$ cat config.mk
export PLATFORM = sky130hd
export DESIGN_NAME = i2c_tx_fifo_read_ctrl_flat
export DESIGN_NICKNAME = d
export VERILOG_FILES = /design/src/rtl/i2c_fifo_pkg.sv /design/src/rtl/i2c_tx_fifo_read_ctrl_if.sv /design/src/rtl/i2c_byte_skid_buffer.sv /design/src/rtl/i2c_tx_fifo_read_ctrl.sv /design/src/flat_wrapper.sv
export SDC_FILE = /design/constraint.sdc
export NUM_CORES = 1
export LEC_CHECK = 0
export BUFFER_PORTS_ARGS = -buffer_cell sky130_fd_sc_hd__buf_2
export CAP_MARGIN = 30
export CORE_MARGIN = 2
export CORE_UTILIZATION = 55
export CTS_CLUSTER_DIAMETER = 60
export CTS_CLUSTER_SIZE = 14
export DETAILED_ROUTE_END_ITERATION = 8
export GPL_ROUTABILITY_DRIVEN = 0
export PLACE_DENSITY = 0.82
export REMOVE_ABC_BUFFERS = 1
export SLEW_MARGIN = 0
export SYNTH_ARGS = -nofsm -noshare
export SYNTH_HDL_FRONTEND = slang
export SYNTH_HIERARCHICAL = 1
export SYNTH_SLANG_ARGS = --single-unit
$ cat constraint.sdc
create_clock -name read_clock_i -period 5.65 [get_ports read_clock_i]
set_clock_uncertainty 0.05 [all_clocks]
set_input_delay 0.2825 -clock read_clock_i [delete_from_list [all_inputs] [get_ports read_clock_i]]
set_output_delay 0.2825 -clock read_clock_i [all_outputs]
set_load 0.02 [all_outputs]
$ cat src/rtl/i2c_fifo_pkg.sv
// Shared types and constants for the I2C master TX FIFO read side.
// State encodings and output buffer geometry.
package i2c_fifo_pkg;

    localparam logic [1:0] IDLE_ENC = 2'd0;
    localparam logic [1:0] RUN_ENC  = 2'd1;
    localparam logic [1:0] DONE_ENC = 2'd2;

    typedef enum logic [1:0] {
        ST_IDLE = IDLE_ENC,
        ST_RUN  = RUN_ENC,
        ST_DONE = DONE_ENC
    } rd_state_t;

    localparam int BUF_DEPTH = 2;
    localparam int BUF_CW    = $clog2(BUF_DEPTH + 1);

    localparam logic [BUF_CW-1:0] BUF_FULL = BUF_CW'(BUF_DEPTH);

endpackage

$ cat src/rtl/i2c_tx_fifo_read_ctrl_if.sv
// Bundle of FIFO, byte-shifter and master-FSM signals of the read controller.
// master = the controller itself, slave = its surroundings.
interface i2c_tx_fifo_read_ctrl_if #(
    parameter int data_width  = 8,
    parameter int count_width = 8
);

    logic                   start_i;
    logic                   abort_i;
    logic [count_width-1:0] byte_count_i;
    logic                   fifo_empty_i;
    logic [data_width-1:0]  fifo_read_data_i;
    logic                   fifo_read_inc_o;
    logic [data_width-1:0]  byte_data_o;
    logic                   byte_valid_o;
    logic                   byte_ready_i;
    logic                   byte_last_o;
    logic                   busy_o;
    logic                   done_o;
    logic                   aborted_o;
    logic                   underrun_o;
    logic [count_width-1:0] remaining_o;

    modport master (
        input  start_i,
        input  abort_i,
        input  byte_count_i,
        input  fifo_empty_i,
        input  fifo_read_data_i,
        output fifo_read_inc_o,
        output byte_data_o,
        output byte_valid_o,
        input  byte_ready_i,
        output byte_last_o,
        output busy_o,
        output done_o,
        output aborted_o,
        output underrun_o,
        output remaining_o
    );

    modport slave (
        output start_i,
        output abort_i,
        output byte_count_i,
        output fifo_empty_i,
        output fifo_read_data_i,
        input  fifo_read_inc_o,
        input  byte_data_o,
        input  byte_valid_o,
        output byte_ready_i,
        input  byte_last_o,
        input  busy_o,
        input  done_o,
        input  aborted_o,
        input  underrun_o,
        input  remaining_o
    );

endinterface

$ cat src/rtl/i2c_byte_skid_buffer.sv
// Two-entry FIFO-ordered register buffer between the TX FIFO and the shifter.
// Push and pop in the same cycle keep the fill level, so throughput is 1 byte/cycle.
module i2c_byte_skid_buffer
    import i2c_fifo_pkg::*;
#(
    parameter int data_width = 8
) (
    input  logic                  clk_i,
    input  logic                  rst_n_i,
    input  logic                  push_i,
    input  logic [data_width-1:0] push_data_i,
    input  logic                  pop_i,
    input  logic                  flush_i,
    output logic [BUF_CW-1:0]     cnt_o,
    output logic [data_width-1:0] head_o
);

    logic [data_width-1:0] r_mem0;
    logic [data_width-1:0] r_mem1;
    logic [BUF_CW-1:0]     r_cnt;
    logic                  w_pop;
    logic                  w_push;
    logic                  w_wr_hi;

    assign w_pop   = pop_i && (r_cnt != '0);
    assign w_push  = push_i && (w_pop || (r_cnt != BUF_FULL));
    // slot after the (possibly shifted) last valid entry
    assign w_wr_hi = w_pop ? (r_cnt == BUF_FULL) : (r_cnt != '0);

    assign cnt_o  = r_cnt;
    assign head_o = r_mem0;

    // shift-on-pop storage and fill level
    always_ff @(posedge clk_i or negedge rst_n_i) begin
        if (!rst_n_i) begin
            r_mem0 <= '0;
            r_mem1 <= '0;
            r_cnt  <= '0;
        end else if (flush_i) begin
            r_mem0 <= '0;
            r_mem1 <= '0;
            r_cnt  <= '0;
        end else begin
            if (w_pop) begin
                r_mem0 <= r_mem1;
            end
            if (w_push) begin
                if (w_wr_hi) begin
                    r_mem1 <= push_data_i;
                end else begin
                    r_mem0 <= push_data_i;
                end
            end
            unique case ({w_push, w_pop})
                2'b10:   r_cnt <= r_cnt + BUF_CW'(1);
                2'b01:   r_cnt <= r_cnt - BUF_CW'(1);
                default: r_cnt <= r_cnt;
            endcase
        end
    end

endmodule

$ cat src/rtl/i2c_tx_fifo_read_ctrl.sv
// Read-side sequencer of the I2C master TX FIFO for one transfer.
// Pops exactly byte_count_i bytes and hands them to the shifter via valid/ready.
module i2c_tx_fifo_read_ctrl
    import i2c_fifo_pkg::*;
#(
    parameter int data_width  = 8,
    parameter int count_width = 8
) (
    input logic                     read_clock_i,
    input logic                     read_reset_n_i,
    i2c_tx_fifo_read_ctrl_if.master bus
);

    localparam logic [count_width-1:0] CNT_ONE = count_width'(1);

    rd_state_t              r_state;
    logic                   r_busy;
    logic                   r_done;
    logic                   r_aborted;
    logic                   r_underrun;
    logic [count_width-1:0] r_fetch_cnt;
    logic [count_width-1:0] r_send_cnt;

    logic [BUF_CW-1:0]      w_buf_cnt;
    logic [data_width-1:0]  w_head;
    logic                   w_valid;
    logic                   w_run;
    logic                   w_start;
    logic                   w_abort;
    logic                   w_pop;
    logic                   w_hs;

    assign w_run   = (r_state == ST_RUN);
    assign w_start = (r_state == ST_IDLE) && bus.start_i && !bus.abort_i;
    assign w_abort = (r_state != ST_IDLE) && bus.abort_i;
    assign w_valid = (w_buf_cnt != '0);

    assign w_pop = w_run && (r_fetch_cnt != '0) && !bus.fifo_empty_i
                   && (w_buf_cnt != BUF_FULL) && !bus.abort_i;
    assign w_hs  = w_run && w_valid && bus.byte_ready_i && !bus.abort_i;

    i2c_byte_skid_buffer #(
        .data_width (data_width)
    ) u_buf (
        .clk_i       (read_clock_i),
        .rst_n_i     (read_reset_n_i),
        .push_i      (w_pop),
        .push_data_i (bus.fifo_read_data_i),
        .pop_i       (w_hs),
        .flush_i     (w_abort),
        .cnt_o       (w_buf_cnt),
        .head_o      (w_head)
    );

    assign bus.fifo_read_inc_o = w_pop;
    assign bus.byte_data_o     = w_head;
    assign bus.byte_valid_o    = w_valid;
    assign bus.byte_last_o     = w_valid && (r_send_cnt == CNT_ONE);
    assign bus.busy_o          = r_busy;
    assign bus.done_o          = r_done;
    assign bus.aborted_o       = r_aborted;
    assign bus.underrun_o      = r_underrun;
    assign bus.remaining_o     = r_send_cnt;

    // transfer FSM with registered busy/done/aborted
    always_ff @(posedge read_clock_i or negedge read_reset_n_i) begin
        if (!read_reset_n_i) begin
            r_state   <= ST_IDLE;
            r_busy    <= 1'b0;
            r_done    <= 1'b0;
            r_aborted <= 1'b0;
        end else begin
            r_done    <= 1'b0;
            r_aborted <= 1'b0;
            unique case (r_state)
                ST_IDLE: begin
                    if (w_start) begin
                        if (bus.byte_count_i == '0) begin
                            r_state <= ST_DONE;
                            r_done  <= 1'b1;
                        end else begin
                            r_state <= ST_RUN;
                            r_busy  <= 1'b1;
                        end
                    end
                end
                ST_RUN: begin
                    if (bus.abort_i) begin
                        r_state   <= ST_DONE;
                        r_busy    <= 1'b0;
                        r_done    <= 1'b1;
                        r_aborted <= 1'b1;
                    end else if (w_hs && (r_send_cnt == CNT_ONE)) begin
                        r_state <= ST_DONE;
                        r_busy  <= 1'b0;
                        r_done  <= 1'b1;
                    end
                end
                ST_DONE: begin
                    if (bus.abort_i) begin
                        r_done    <= 1'b1;
                        r_aborted <= 1'b1;
                    end else begin
                        r_state <= ST_IDLE;
                    end
                end
                default: begin
                    r_state <= ST_IDLE;
                    r_busy  <= 1'b0;
                end
            endcase
        end
    end

    // fetch/send counters and starvation flag
    always_ff @(posedge read_clock_i or negedge read_reset_n_i) begin
        if (!read_reset_n_i) begin
            r_fetch_cnt <= '0;
            r_send_cnt  <= '0;
            r_underrun  <= 1'b0;
        end else begin
            if (w_abort) begin
                r_fetch_cnt <= '0;
                r_send_cnt  <= '0;
            end else if (w_start) begin
                r_fetch_cnt <= bus.byte_count_i;
                r_send_cnt  <= bus.byte_count_i;
            end else begin
                if (w_pop) begin
                    r_fetch_cnt <= r_fetch_cnt - CNT_ONE;
                end
                if (w_hs) begin
                    r_send_cnt <= r_send_cnt - CNT_ONE;
                end
            end
            r_underrun <= w_run && !bus.abort_i && (r_fetch_cnt != '0)
                          && (w_buf_cnt == '0) && bus.fifo_empty_i;
        end
    end

endmodule

$ cat src/flat_wrapper.sv
// flat-port wrapper written by rule: the top's interface ports become plain ports
module i2c_tx_fifo_read_ctrl_flat import i2c_fifo_pkg::*;
#(
    parameter int data_width  = 8,
    parameter int count_width = 8
)
  (read_clock_i, read_reset_n_i, bus_start_i, bus_abort_i, bus_byte_count_i, bus_fifo_empty_i, bus_fifo_read_data_i, bus_fifo_read_inc_o, bus_byte_data_o, bus_byte_valid_o, bus_byte_ready_i, bus_byte_last_o, bus_busy_o, bus_done_o, bus_aborted_o, bus_underrun_o, bus_remaining_o);
  i2c_tx_fifo_read_ctrl_if #(.data_width(data_width), .count_width(count_width)) bus_i ();
  input logic read_clock_i;
  input logic read_reset_n_i;
  input wire logic [$bits(bus_i.start_i)-1:0] bus_start_i;
  input wire logic [$bits(bus_i.abort_i)-1:0] bus_abort_i;
  input wire logic [$bits(bus_i.byte_count_i)-1:0] bus_byte_count_i;
  input wire logic [$bits(bus_i.fifo_empty_i)-1:0] bus_fifo_empty_i;
  input wire logic [$bits(bus_i.fifo_read_data_i)-1:0] bus_fifo_read_data_i;
  output wire logic [$bits(bus_i.fifo_read_inc_o)-1:0] bus_fifo_read_inc_o;
  output wire logic [$bits(bus_i.byte_data_o)-1:0] bus_byte_data_o;
  output wire logic [$bits(bus_i.byte_valid_o)-1:0] bus_byte_valid_o;
  input wire logic [$bits(bus_i.byte_ready_i)-1:0] bus_byte_ready_i;
  output wire logic [$bits(bus_i.byte_last_o)-1:0] bus_byte_last_o;
  output wire logic [$bits(bus_i.busy_o)-1:0] bus_busy_o;
  output wire logic [$bits(bus_i.done_o)-1:0] bus_done_o;
  output wire logic [$bits(bus_i.aborted_o)-1:0] bus_aborted_o;
  output wire logic [$bits(bus_i.underrun_o)-1:0] bus_underrun_o;
  output wire logic [$bits(bus_i.remaining_o)-1:0] bus_remaining_o;
  assign bus_i.start_i = bus_start_i;
  assign bus_i.abort_i = bus_abort_i;
  assign bus_i.byte_count_i = bus_byte_count_i;
  assign bus_i.fifo_empty_i = bus_fifo_empty_i;
  assign bus_i.fifo_read_data_i = bus_fifo_read_data_i;
  assign bus_fifo_read_inc_o = bus_i.fifo_read_inc_o;
  assign bus_byte_data_o = bus_i.byte_data_o;
  assign bus_byte_valid_o = bus_i.byte_valid_o;
  assign bus_i.byte_ready_i = bus_byte_ready_i;
  assign bus_byte_last_o = bus_i.byte_last_o;
  assign bus_busy_o = bus_i.busy_o;
  assign bus_done_o = bus_i.done_o;
  assign bus_aborted_o = bus_i.aborted_o;
  assign bus_underrun_o = bus_i.underrun_o;
  assign bus_remaining_o = bus_i.remaining_o;
  i2c_tx_fifo_read_ctrl #(.data_width(data_width), .count_width(count_width)) u_core (.read_clock_i(read_clock_i), .read_reset_n_i(read_reset_n_i), .bus(bus_i));
endmodule
* Yosys cells after proc, flatten, opt, wreduce, memory -nomap -nowiden
Cells that the tools add are included.
** Storage, ports and cells
- Bits in latches :: 0
- Output and inout bits :: 23
- RAM bits :: 0
- Bits of input ports :: 22
- Memories kept :: 0
- ROM bits :: 0
- Bits in registers :: 40
** Operators by class
- Divide/modulo/power cells :: 0
- Magnitude comparators :: 0
- Reduce and logical (&&, ||, !) cells :: 36
- Muxes and demuxes :: 34
- Shift operators :: 0
- Bitwise operators :: 1
- Multipliers :: 0
- Equality and inequality tests :: 11
- Add/sub/neg operators :: 4
** Operator list (count)
- $mux W8 :: 13
- $logic_and A1 B1 Y1 :: 18
- $sub A8 B1 Y8 const B :: 2
- $mux W2 :: 6
- $mux W1 :: 11
- $reduce_bool A3 Y1 :: 3
- $eq A8 B1 Y1 const B :: 1
- $logic_not A8 Y1 :: 1
- $reduce_bool A2 Y1 :: 4
- $reduce_bool A8 Y1 :: 1
- $eq A2 B2 Y1 const B :: 3
- $ne A2 B2 Y1 const B :: 3
- $pmux W1 S3 :: 2
- $pmux W2 S3 :: 1
- $eq A2 B1 Y1 const B :: 2
- $logic_not A2 Y1 :: 2
- $pmux W2 S2 :: 1
- $reduce_and A4 Y1 :: 1
- $ne A3 B3 Y1 const B :: 1
- $reduce_and A3 Y1 :: 1
- $add A2 B1 Y2 const B :: 1
- $logic_not A1 Y1 :: 2
- $ne A2 B1 Y1 const B :: 1
- $reduce_and A2 Y1 :: 1
- 4 further kinds :: 4

* Depth between registers and ports, before layout
Gate-level depths: netlist (run 1).
- Depth in word-level cells :: 10
- Depth in mapped cells :: 10
- Gate-level depth less buffers :: 8

* Hierarchy
Netlist (run 1), hierarchy kept.
** Modules (own cells, without submodules)
- i2c_tx_fifo_read_ctrl :: seq. area each 550.5 sq um, area each 1442.6 sq um, cells each 162, times used 1
- i2c_byte_skid_buffer :: seq. area each 450.4 sq um, area each 1211.2 sq um, cells each 120, times used 1

* Worst setup path before layout (run 1)
OpenSTA, ideal clock, no wires.
- Path type :: register to register
- Start point :: reg u_core.r_state[1]
- End point :: reg u_core.u_buf.r_mem0[0] (netlist: u_core/u_buf/head_o[0])
- Arrival time :: 2.424 ns
- Cell stages (with the launch flop) :: 11
- Setup slack :: 3.083 ns
- Required time :: 5.506 ns
- Path through :: dfrtp_1 inv_1 ha_1 nand2b_4 a31o_2 buf_2 nor2_1 clkbuf_4 clkinv_1 a21o_4 a211oi_1
** RTL lines
- start, declared :: RTL line i2c_tx_fifo_read_ctrl.sv:16 : rd_state_t r_state;
- start signal, assigned :: RTL line i2c_tx_fifo_read_ctrl.sv:68 : r_state <= ST_IDLE;
- start signal, assigned :: RTL line i2c_tx_fifo_read_ctrl.sv:79 : r_state <= ST_DONE;
- start signal, assigned :: RTL line i2c_tx_fifo_read_ctrl.sv:82 : r_state <= ST_RUN;
- $eq A2 B1 Y1 :: RTL line i2c_tx_fifo_read_ctrl.sv:33 : assign w_run = (r_state == ST_RUN);
- $logic_and A1 B1 Y1 (2 in a row) :: RTL line i2c_tx_fifo_read_ctrl.sv:38 : assign w_pop = w_run && (r_fetch_cnt != '0) && !bus.fifo_empty_i
- $logic_and A1 B1 Y1 (2 in a row) :: RTL line i2c_tx_fifo_read_ctrl.sv:39 : && (w_buf_cnt != BUF_FULL) && !bus.abort_i;
- via bus_fifo_read_inc_o :: RTL line flat_wrapper.sv:16 : output wire logic [$bits(bus_i.fifo_read_inc_o)-1:0] bus_fifo_read_inc_o;
- $logic_and A1 B1 Y1 :: RTL line i2c_byte_skid_buffer.sv:26 : assign w_push = push_i && (w_pop || (r_cnt != BUF_FULL));
- $mux W8 :: RTL line i2c_byte_skid_buffer.sv:47 : if (w_push) begin
- $mux W8 :: RTL line i2c_byte_skid_buffer.sv:39 : end else if (flush_i) begin
- end signal, assigned :: RTL line i2c_byte_skid_buffer.sv:45 : r_mem0 <= r_mem1;
- end signal, assigned :: RTL line i2c_byte_skid_buffer.sv:51 : r_mem0 <= push_data_i;
- end, declared :: RTL line i2c_byte_skid_buffer.sv:18 : logic [data_width-1:0] r_mem0;
The timed path passes the listed nets, and every way through them passes these cells.
A chain may end at the register's enable or synchronous reset.

* Worst setup path after layout (run 1)
- Start point :: reg u_core.u_buf.r_cnt[0] (netlist: u_core/u_buf/cnt_o[0])
- End point :: reg u_core.u_buf.r_mem1[7]
** On the way
- Cells in the longest elaborated chain, start to end :: 9
** RTL lines
- start, declared :: RTL line i2c_byte_skid_buffer.sv:20 : logic [BUF_CW-1:0] r_cnt;
- start signal, assigned :: RTL line i2c_byte_skid_buffer.sv:55 : 2'b10: r_cnt <= r_cnt + BUF_CW'(1);
- start signal, assigned :: RTL line i2c_byte_skid_buffer.sv:56 : 2'b01: r_cnt <= r_cnt - BUF_CW'(1);
- start signal, assigned :: RTL line i2c_byte_skid_buffer.sv:57 : default: r_cnt <= r_cnt;
- $reduce_bool A2 Y1 * :: RTL line i2c_tx_fifo_read_ctrl.sv:36 : assign w_valid = (w_buf_cnt != '0);
- $logic_and A1 B1 Y1 * (3 in a row) :: RTL line i2c_tx_fifo_read_ctrl.sv:40 : assign w_hs = w_run && w_valid && bus.byte_ready_i && !bus.abort_i;
- via u_core.w_hs :: RTL line i2c_tx_fifo_read_ctrl.sv:31 : logic w_hs;
- $logic_and A1 B1 Y1 * :: RTL line i2c_byte_skid_buffer.sv:25 : assign w_pop = pop_i && (r_cnt != '0);
- $logic_or A1 B1 Y1 :: RTL line i2c_byte_skid_buffer.sv:26
- $logic_and A1 B1 Y1 :: RTL line i2c_byte_skid_buffer.sv:26
- $reduce_bool A2 Y1 (no source line)
- $reduce_and A2 Y1 (no source line) *
- end signal, assigned :: RTL line i2c_byte_skid_buffer.sv:49 : r_mem1 <= push_data_i;
- end, declared :: RTL line i2c_byte_skid_buffer.sv:19 : logic [data_width-1:0] r_mem1;
The timed path passes the listed nets; every way through them passes the cells marked *.

==> impl_metrics.toml, run 1 <==
[timing]
rsz0062_at_grt = "no"
fmax_mhz = 310
setup_viol = 0
setup_ws_ns = 2.42
worst_slew_pin_slew_ns = 0.976
drv_slew = 0
fin_crit_ns = 3.23
hold_viol_final = 0
finalCritPeriodShare = 0.572
finalSetupTns_ns = 0
whs_ns = 0.0720
relSlewSlack = 0.350

[setup_path]
path_buf_inv = 0
cp_top_family = "simple AND/OR/NAND/NOR gates"
cp-start-kind = "register"
worstSetupPathType = "reg -> reg"
crit_arrival_ns = 3.35
crit_chain = "or2_2, and2_1, nand2b_1, o22ai_1, a2111oi_2"
critical_path.max_stage_delay_ns = 0.99
worstPathRequired_ns = 5.77
cp_slowest_cell = "dfrtp_1"
cp-end-kind = "register"
crit_cells = 5
reg2reg_depth = 5
crit_fanout = 26

[clocking]
h-tree-depth = 2
clockBufferDepth = 2
cts_resized = 0
clock_latency_ns = 0.29
clkTransAtPathRegs_ns = 0.07
cts.sinks = 40
cts-root-buf = "clkbuf_8"
cts_setup_buffers = 0
hold_buffers = 0
cts_inserted_buffers = 5
cts_tree = "done"

[drt]
route.detailed.drc = 0
vias = 2406
viasPerCell = 6.56
wl_um = 6260
routedWlPerCell_um = 17.0
final_antenna_net_count = 0
drt_pre_antenna_iters = 5
drt_iter0_drc = 179

[final_layout]
area_delta_synth_final_pct = 9.57
final_util = 0.620
diodes = 0
drive_gt1_frac = 0.217
layout_common_cells = "buf_2, dfrtp_1, a211oi_1"
nNetsFinal = 345
final_area_mm2 = 0.00291
layout_commonest_cell = "buf_2"
fin_cells = 367

[die]
start_util = 0.566
core_mm2 = 0.00469
fp.dieH_um = 73.5
die_area_mm2 = 0.00540
row_count = 25
dieWidth_um = 73.5
io_pins = 45

[grt]
grt_pass1_wl_um = 10500
grt_usage = 0.248
overflow = 0
grt_max_degree = 41
grt_pass1_vias = 2193
antenna_found_initial = 0

[synthesis]
synth_adder_area_share = 0.0377
syn_avg_cell_area_um2 = 9.41
synth_cells = 282
synth_seq_cells = 40
ys.flop_type = "dfrtp_1"
yosysWarnings = 6
async_flop_share = 1.00
yosysSeqAreaShare = 0.377
syn-cell-area_mm2 = 0.00265
synth_edf_count = 0
synth_compound_area_frac = 0.263
synthXorXnorAreaFrac = 0.0198
netlist-cell-type-count = 53
synthSimpleGateAreaFrac = 0.208
synth_top_family_by_area = "compound AO/OA/AOI/OAI gates"
synth.area.mux_share = 0.0377

[placed_design]
placed_cell_area_mm2 = 0.00284
dp_slack_ns = 2.49
hpwl_um = 4370
portBuffers = 44
post-place-cells = 362

[status]
status = "finished, final reports clean"

[power_and_ir_drop]
vdd_drop_max_uv = 245
power_leakage_nw = 1.35
power_density_mw_per_mm2 = 458
p_total_mw = 1.33

[job]
maxCapViolCount = 0

[hold_path]
hold_path.class = "in -> async"
[final cells by class]
cell class,instances,area [um2]
inverters,11,41.3
well taps,54,67.6
multi-input cells,212,1500
repair buffers,45,228
clock buffers,5,68.8
flip-flops and latches,40,1000
fillers,402,1780
[final timing paths]
path	from	to	slack, ns
min	read_reset_n_i	u_core/r_fetch_cnt[5]	0.07
min in group read_clock_i	bus_byte_count_i[7]	u_core/r_fetch_cnt[7]	0.20
max reg2reg	u_core/u_buf/cnt_o[0]	u_core/u_buf/r_mem1[7]	2.42
max	u_core/u_buf/cnt_o[0]	u_core/u_buf/r_mem1[7]	2.42
min reg2reg	u_core/bus.busy_o	u_core/bus.busy_o	0.53
max in group asynchronous	read_reset_n_i	u_core/u_buf/r_mem1[1]	4.91
[state kept, by name, summed over array words and instances, names as in the netlist]
register                flops
u_core/bus.busy_o           1
u_core/bus.underrun_o       1
u_core/r_fetch_cnt          8
u_core/bus.remaining_o      8
u_core/r_state              2
u_core/bus.aborted_o        1
u_core/u_buf/head_o         8
u_core/u_buf/cnt_o          2
u_core/bus.done_o           1
u_core/u_buf/r_mem1         8
[per-layer routing]
layer / share of wire / global-route usage / routed length, um
met3: 0.064 / 0.0494 / 401
met4: 0.015 / 0.0687 / 93
met2: 0.47 / 0.366 / 2950
met1: 0.45 / 0.368 / 2810
met5: 0 / 0 / 0
[worst reg2reg max path: stages, from the launching register on]
cell	delay, ns
dfrtp_1	0.99
or2_2	0.33
and2_1	0.71
nand2b_1	0.48
o22ai_1	0.18
a2111oi_2	0.38
[logic make-up after synthesis]
family	Yosys count
xor gates and xnor gates	6
AOI/OAI and AO/OA	94
muxes	10
and+or+nand+nor	94
buffers and inverters	30
adders and majority gates	8
DFF	40
[cell usage after synthesis (all sizes together), types with 3 or more instances]
cell / n / area share
a2111oi: 8 / 0.043
a211oi: 19 / 0.054
a21o: 11 / 0.034
a21oi: 18 / 0.034
a31oi: 7 / 0.017
and2: 3 / 0.0075
and3: 3 / 0.0071
buf: 9 / 0.026
clkbuf: 10 / 0.016
dfrtp: 40 / 0.38
ha: 8 / 0.038
inv: 10 / 0.014
mux2i: 10 / 0.038
nand2: 13 / 0.019
nand2b: 5 / 0.015
nand3: 7 / 0.013
nand4: 4 / 0.0094
nand4b: 9 / 0.030
nor2: 18 / 0.025
nor3: 7 / 0.013
nor4: 3 / 0.0071
o211ai: 5 / 0.016
o21ai: 11 / 0.025
o22ai: 8 / 0.019
o31ai: 3 / 0.0085
or2: 3 / 0.0071
or4: 9 / 0.025
xnor2: 4 / 0.013
[power breakdown]
part | internal, mW | switching, mW
Combinational | 0.246 | 0.410
Clock | 0.0797 | 0.0926
Sequential | 0.386 | 0.117
Power figures use the tool's default switching activity.
==> run 2: changes to the inputs <==
- clock period: 5.65 -> 3.2 ns (I/O delays scaled with it)
==> run 2 against run 1 <==
  * Clock power rose to 3.4 times the previous value
  * Global-route usage rose by 1.2 points
  * Final area rose by 4.7%
  * Worst setup slack got worse by 1.8 ns
  * Largest cell class unchanged
  * Worst hold slack got worse by 0.027 ns
  * Sequential power rose by 67%
  * Largest power group unchanged
  * Combinational power rose by 87%
==> impl_metrics.toml, run 2 (synthesis gave the netlist of run 1 again) <==
[placed_design]
portBuffers = 44
hpwl_um = 4550
post-place-cells = 367
placed_cell_area_mm2 = 0.00288

[power_and_ir_drop]
seqPwrFrac = 0.316
vdd_drop_max_uv = 478
internal_power_mw = 1.52
power_leakage_nw = 1.43
pwr-share-comb = 0.463
pwr-share-clk = 0.221
power_density_mw_per_mm2 = 875
p_total_mw = 2.66
switching_power_mw = 1.14
sw_frac_of_total = 0.428

[setup_path]
crit_fanout = 11
r2r-start = "u_core/r_state[1]"
critPathLaunch = "u_core/r_state[1]"
critical_path.max_stage_delay_ns = 0.41
rr_endpoint = "u_core/u_buf/r_mem1[7]"
worstPathRequired_ns = 3.34
path_buf_inv = 1
cp_top_family = "simple AND/OR/NAND/NOR gates"
cp-end-kind = "register"
cp-start-kind = "register"
crit_chain = "inv_1, ha_1, and3b_2, and2_1, nand2b_1, o22ai_1, a2111oi_2"
reg2reg_depth = 7
r2r_slack_ns = 0.67
cp_slowest_cell = "dfrtp_1"
worstSetupPathType = "reg -> reg"
crit_arrival_ns = 2.67
crit_cells = 7

[timing]
fmax_mhz = 395
drv_slew = 0
setup_viol = 0
fin_crit_ns = 2.53
finalCritPeriodShare = 0.791
worst_slew_pin_slew_ns = 0.891
relSlewSlack = 0.406
hold_viol_final = 0
finalSetupTns_ns = 0
rsz0062_at_grt = "no"

[final_layout]
area_delta_synth_final_pct = 14.8
final_util = 0.649
layout_commonest_cell = "buf_2"
drive_gt1_frac = 0.236
nNetsFinal = 351
final_area_mm2 = 0.00305
fin_cells = 376
layout_common_cells = "buf_2, dfrtp_1, a211oi_1"
diodes = 0

[die]
die_area_mm2 = 0.00540
row_count = 25
core_mm2 = 0.00469
fp.dieH_um = 73.5
dieWidth_um = 73.5
io_pins = 45
start_util = 0.566

[grt]
grt_pass1_wl_um = 10900
grt_usage = 0.260
grt_pass1_vias = 2340
grt_max_degree = 41
antenna_found_initial = 0
overflow = 0

[clocking]
hold_buffers = 1
clock_latency_ns = 0.31
cts.sinks = 40
clkTransAtPathRegs_ns = 0.09
cts-root-buf = "clkbuf_8"
cts_inserted_buffers = 5
cts_setup_buffers = 0
h-tree-depth = 2
clockBufferDepth = 2
cts_resized = 0
cts_tree = "done"

[job]
maxCapViolCount = 0

[drt]
drt_iter0_drc = 290
drt_pre_antenna_iters = 4
vias = 2444
wl_um = 6610
viasPerCell = 6.50
route.detailed.drc = 0
routedWlPerCell_um = 17.6
final_antenna_net_count = 0

[status]
status = "finished, final reports clean"

[hold_path]
hold_depth = 3
hold_path.class = "in -> reg"
min_from = "bus_byte_count_i[7]"
min_to = "u_core/r_fetch_cnt[7]"
==> run 2: cell types whose count changed in the layout (fill, tap and decap cells not counted) <==
cell,change
buf_4,+5
bufinv_16,+3
dlygate4sd3_1,+1
==> run 2: power groups by stage <==
stage | logic [mW] | clock network (mW) | registers, mW
6_report | 1.23 | 0.589 | 0.841
5_1_grt | 1.35 | 0.611 | 0.867
4_1_cts | 1.22 | 0.595 | 0.840
3_5_place_dp | 1.21 | 0 | 0.848
3_3_place_gp | 1.18 | 0 | 0.840
2_1_floorplan | 0.685 | 0 | 0.996
==> run 2: worst register-to-register path: stages, from the launching register on <==
cell and delay [ns]:
dfrtp_1 0.41, inv_1 0.11, ha_1 0.27, and3b_2 0.24, and2_1 0.36, nand2b_1 0.42
o22ai_1 0.18, a2111oi_2 0.38
==> run 2: worst max-delay path by stage <==
| stage | endpoint | slack, ns |
|---|---|---|
| 4_1_cts | u_core/u_buf/r_mem1[1] | 0.69 |
| 6_report | u_core/u_buf/r_mem1[7] | 0.67 |
| 5_1_grt | u_core/u_buf/r_mem1[1] | 0.44 |
| 2_1_floorplan | u_core/u_buf/head_o[0] | -0.04 |
| 3_5_place_dp | u_core/u_buf/r_mem1[1] | 0.73 |
| 3_3_place_gp | u_core/u_buf/r_mem1[7] | 0.82 |
==> run 2: per-layer routing <==
layer	track usage	wire length [um]
met2	0.398	3230
met4	0.109	99
met1	0.357	2890
met3	0.0535	394
met5	0	0
==> run 2: per-stage QoR <==
step | setup WS (ns) | hold WS, ns
3_3_place_gp | 0.818 | 0.288
5_1_grt | 0.435 | 0.0651
3_5_place_dp | 0.730 | 0.292
6_report | 0.668 | 0.0448
2_1_floorplan | -0.0385 | -0.186
4_1_cts | 0.691 | 0.0394
==> run 2: cell type report <==
cell class	instances	area, um2
inverters	11	41.3
repair buffers	51	275
multi-input cells	212	1500
clock inverters	3	90.1
flip-flops and latches	40	1000
fillers	379	1650
well taps	54	67.6
clock buffers	5	68.8
==> run 3: changes to the inputs <==
- clock period: 3.2 -> 2.6 ns (I/O delays scaled with it)
==> run 3 against run 2 <==
  * Utilization down 1.4 points
  * Non-clock buffer count increased by 3
  * Cell count unchanged
  * Sequential power grew 22%
==> impl_metrics.toml, run 3 (synthesis gave the netlist of run 1 again) <==
[drt]
drt_iter0_drc = 219
routedWlPerCell_um = 17.3
wl_um = 6510
drt_pre_antenna_iters = 4
vias = 2451
final_antenna_net_count = 0
viasPerCell = 6.52
route.detailed.drc = 0

[setup_path]
crit_arrival_ns = 2.18
crit_fanout = 11
critical_path.max_stage_delay_ns = 0.41
worstSetupPathType = "reg -> out"
cp-start-kind = "register"
cp_slowest_cell = "dfrtp_1"
critPathLaunch = "u_core/r_state[1]"
crit_chain = "inv_1, ha_1, nand2b_4, a31o_2, nor2_1, buf_4, buf_2"
cp-end-kind = "primary output"
worstPathRequired_ns = 2.42
r2r-start = "u_core/r_state[1]"

[final_layout]
nNetsFinal = 354
final_util = 0.635
drive_gt1_frac = 0.242
diodes = 0
layout_commonest_cell = "buf_2"
area_delta_synth_final_pct = 12.3
layout_common_cells = "buf_2, dfrtp_1, a211oi_1"

[grt]
overflow = 0
grt_max_degree = 41
grt_pass1_wl_um = 10900
grt_pass1_vias = 2291
grt_usage = 0.261
grt_busiest_layer = "met2"
globalRouteMet3Util = 0.0549
grt_use_met2 = 0.390
antenna_found_initial = 0
met1_usage = 0.364

[clocking]
clockBufferDepth = 2
clkTransAtPathRegs_ns = 0.08
clock_latency_ns = 0.29
cts.sinks = 40
cts_setup_buffers = 0
cts-root-buf = "clkbuf_8"
cts_inserted_buffers = 5
h-tree-depth = 2
cts_tree = "done"

[timing]
fmax_mhz = 424
drv_slew = 0
finalCritPeriodShare = 0.908
rsz0062_at_grt = "no"
setup_viol = 0
fin_crit_ns = 2.36
worst_slew_pin_slew_ns = 0.903
hold_viol_final = 0
relSlewSlack = 0.398
finalSetupTns_ns = 0

[power_and_ir_drop]
internal_power_mw = 1.59
power_density_mw_per_mm2 = 989
vdd_drop_max_uv = 458
sw_frac_of_total = 0.461
power_leakage_nw = 1.40
pwr-share-comb = 0.521
seqPwrFrac = 0.351
pwr-share-clk = 0.129
switching_power_mw = 1.36

[die]
core_mm2 = 0.00469
die_area_mm2 = 0.00540
fp.dieH_um = 73.5
start_util = 0.566
row_count = 25
io_pins = 45
dieWidth_um = 73.5

[placed_design]
hpwl_um = 4660
portBuffers = 44

[hold_path]
hold_path.class = "in -> reg"
min_from = "bus_byte_count_i[4]"

[status]
status = "finished, final reports clean"

[job]
maxCapViolCount = 0
-- run 3: changes by cell type in the layout (fill, tap and decap cells not counted) --
cell,before,now
nand2b_2,0,1
nand2b_1,4,3
inv_2,0,1
buf_4,6,9
clkinv_1,1,0
bufinv_16,3,0
-- run 3: final cells by class --
cell class	count	area, um2
well taps	54	67.6
flip-flops and latches	40	1000
fillers	391	1710
multi-input cells	212	1500
inverters	11	41.3
clock buffers	5	68.8
repair buffers	54	298
-- run 3: power groups by stage --
stage	logic [mW]	clock network (mW)	registers, mW
2_1_floorplan	0.843	0	1.23
3_3_place_gp	1.49	0	1.03
3_5_place_dp	1.52	0	1.04
4_1_cts	1.52	0.389	1.03
5_1_grt	1.70	0.422	1.06
6_report	1.53	0.379	1.03
-- run 3: metal layers --
metal / vias to the layer above / part of all wire / routed length, um
met5: - / 0 / 0
met1: 1175 / 0.45 / 2920
met4: 0 / 0.021 / 140
met2: 99 / 0.47 / 3050
met3: 17 / 0.062 / 405
li1: 1160 / - / -
-- run 3: worst max-delay path, delay by kind of cell (launching register included) --
kind	cells	cell delay, ns
buffers and inverters	3	0.51
DFF	1	0.41
and+or+nand+nor	2	0.40
AOI/OAI and AO/OA	1	0.29
adders and majority gates	1	0.28
-- run 3: path summary, 6_finish.rpt --
check	slack [ns]	depth (start not counted)	end
hold reg to reg	0.49	1	u_core/bus.busy_o
max in group asynchronous	1.47	2	u_core/u_buf/head_o[4]
hold / removal	0.08	3	u_core/r_fetch_cnt[4]
min in group asynchronous	0.46	2	u_core/r_fetch_cnt[2]
setup / recovery	0.24	7	bus_fifo_read_inc_o
setup reg to reg	0.27	9	u_core/u_buf/r_mem1[4]
-- run 3: through the flow --
step                setup WS, ns  hold slack [ns]  instance area [um2]  total power [mW]  instances
detailed placement         0.193            0.269                 2900              2.55        370
global route              0.0574           0.0631                 2980              3.18        376
floorplan                 -0.638           -0.216                 2540              2.07        263
CTS                        0.164           0.0611                 2980              2.94        376
finish                     0.239           0.0769                 2980              2.95        376
global placement           0.312            0.257                 2900              2.52        370
-- run 3: timing repair --
item	4_1_cts	5_1_grt
resized for setup	0	2
hold buffers	1	0
endpoints found under the hold margin	40	0
endpoints found under the setup margin	0	12
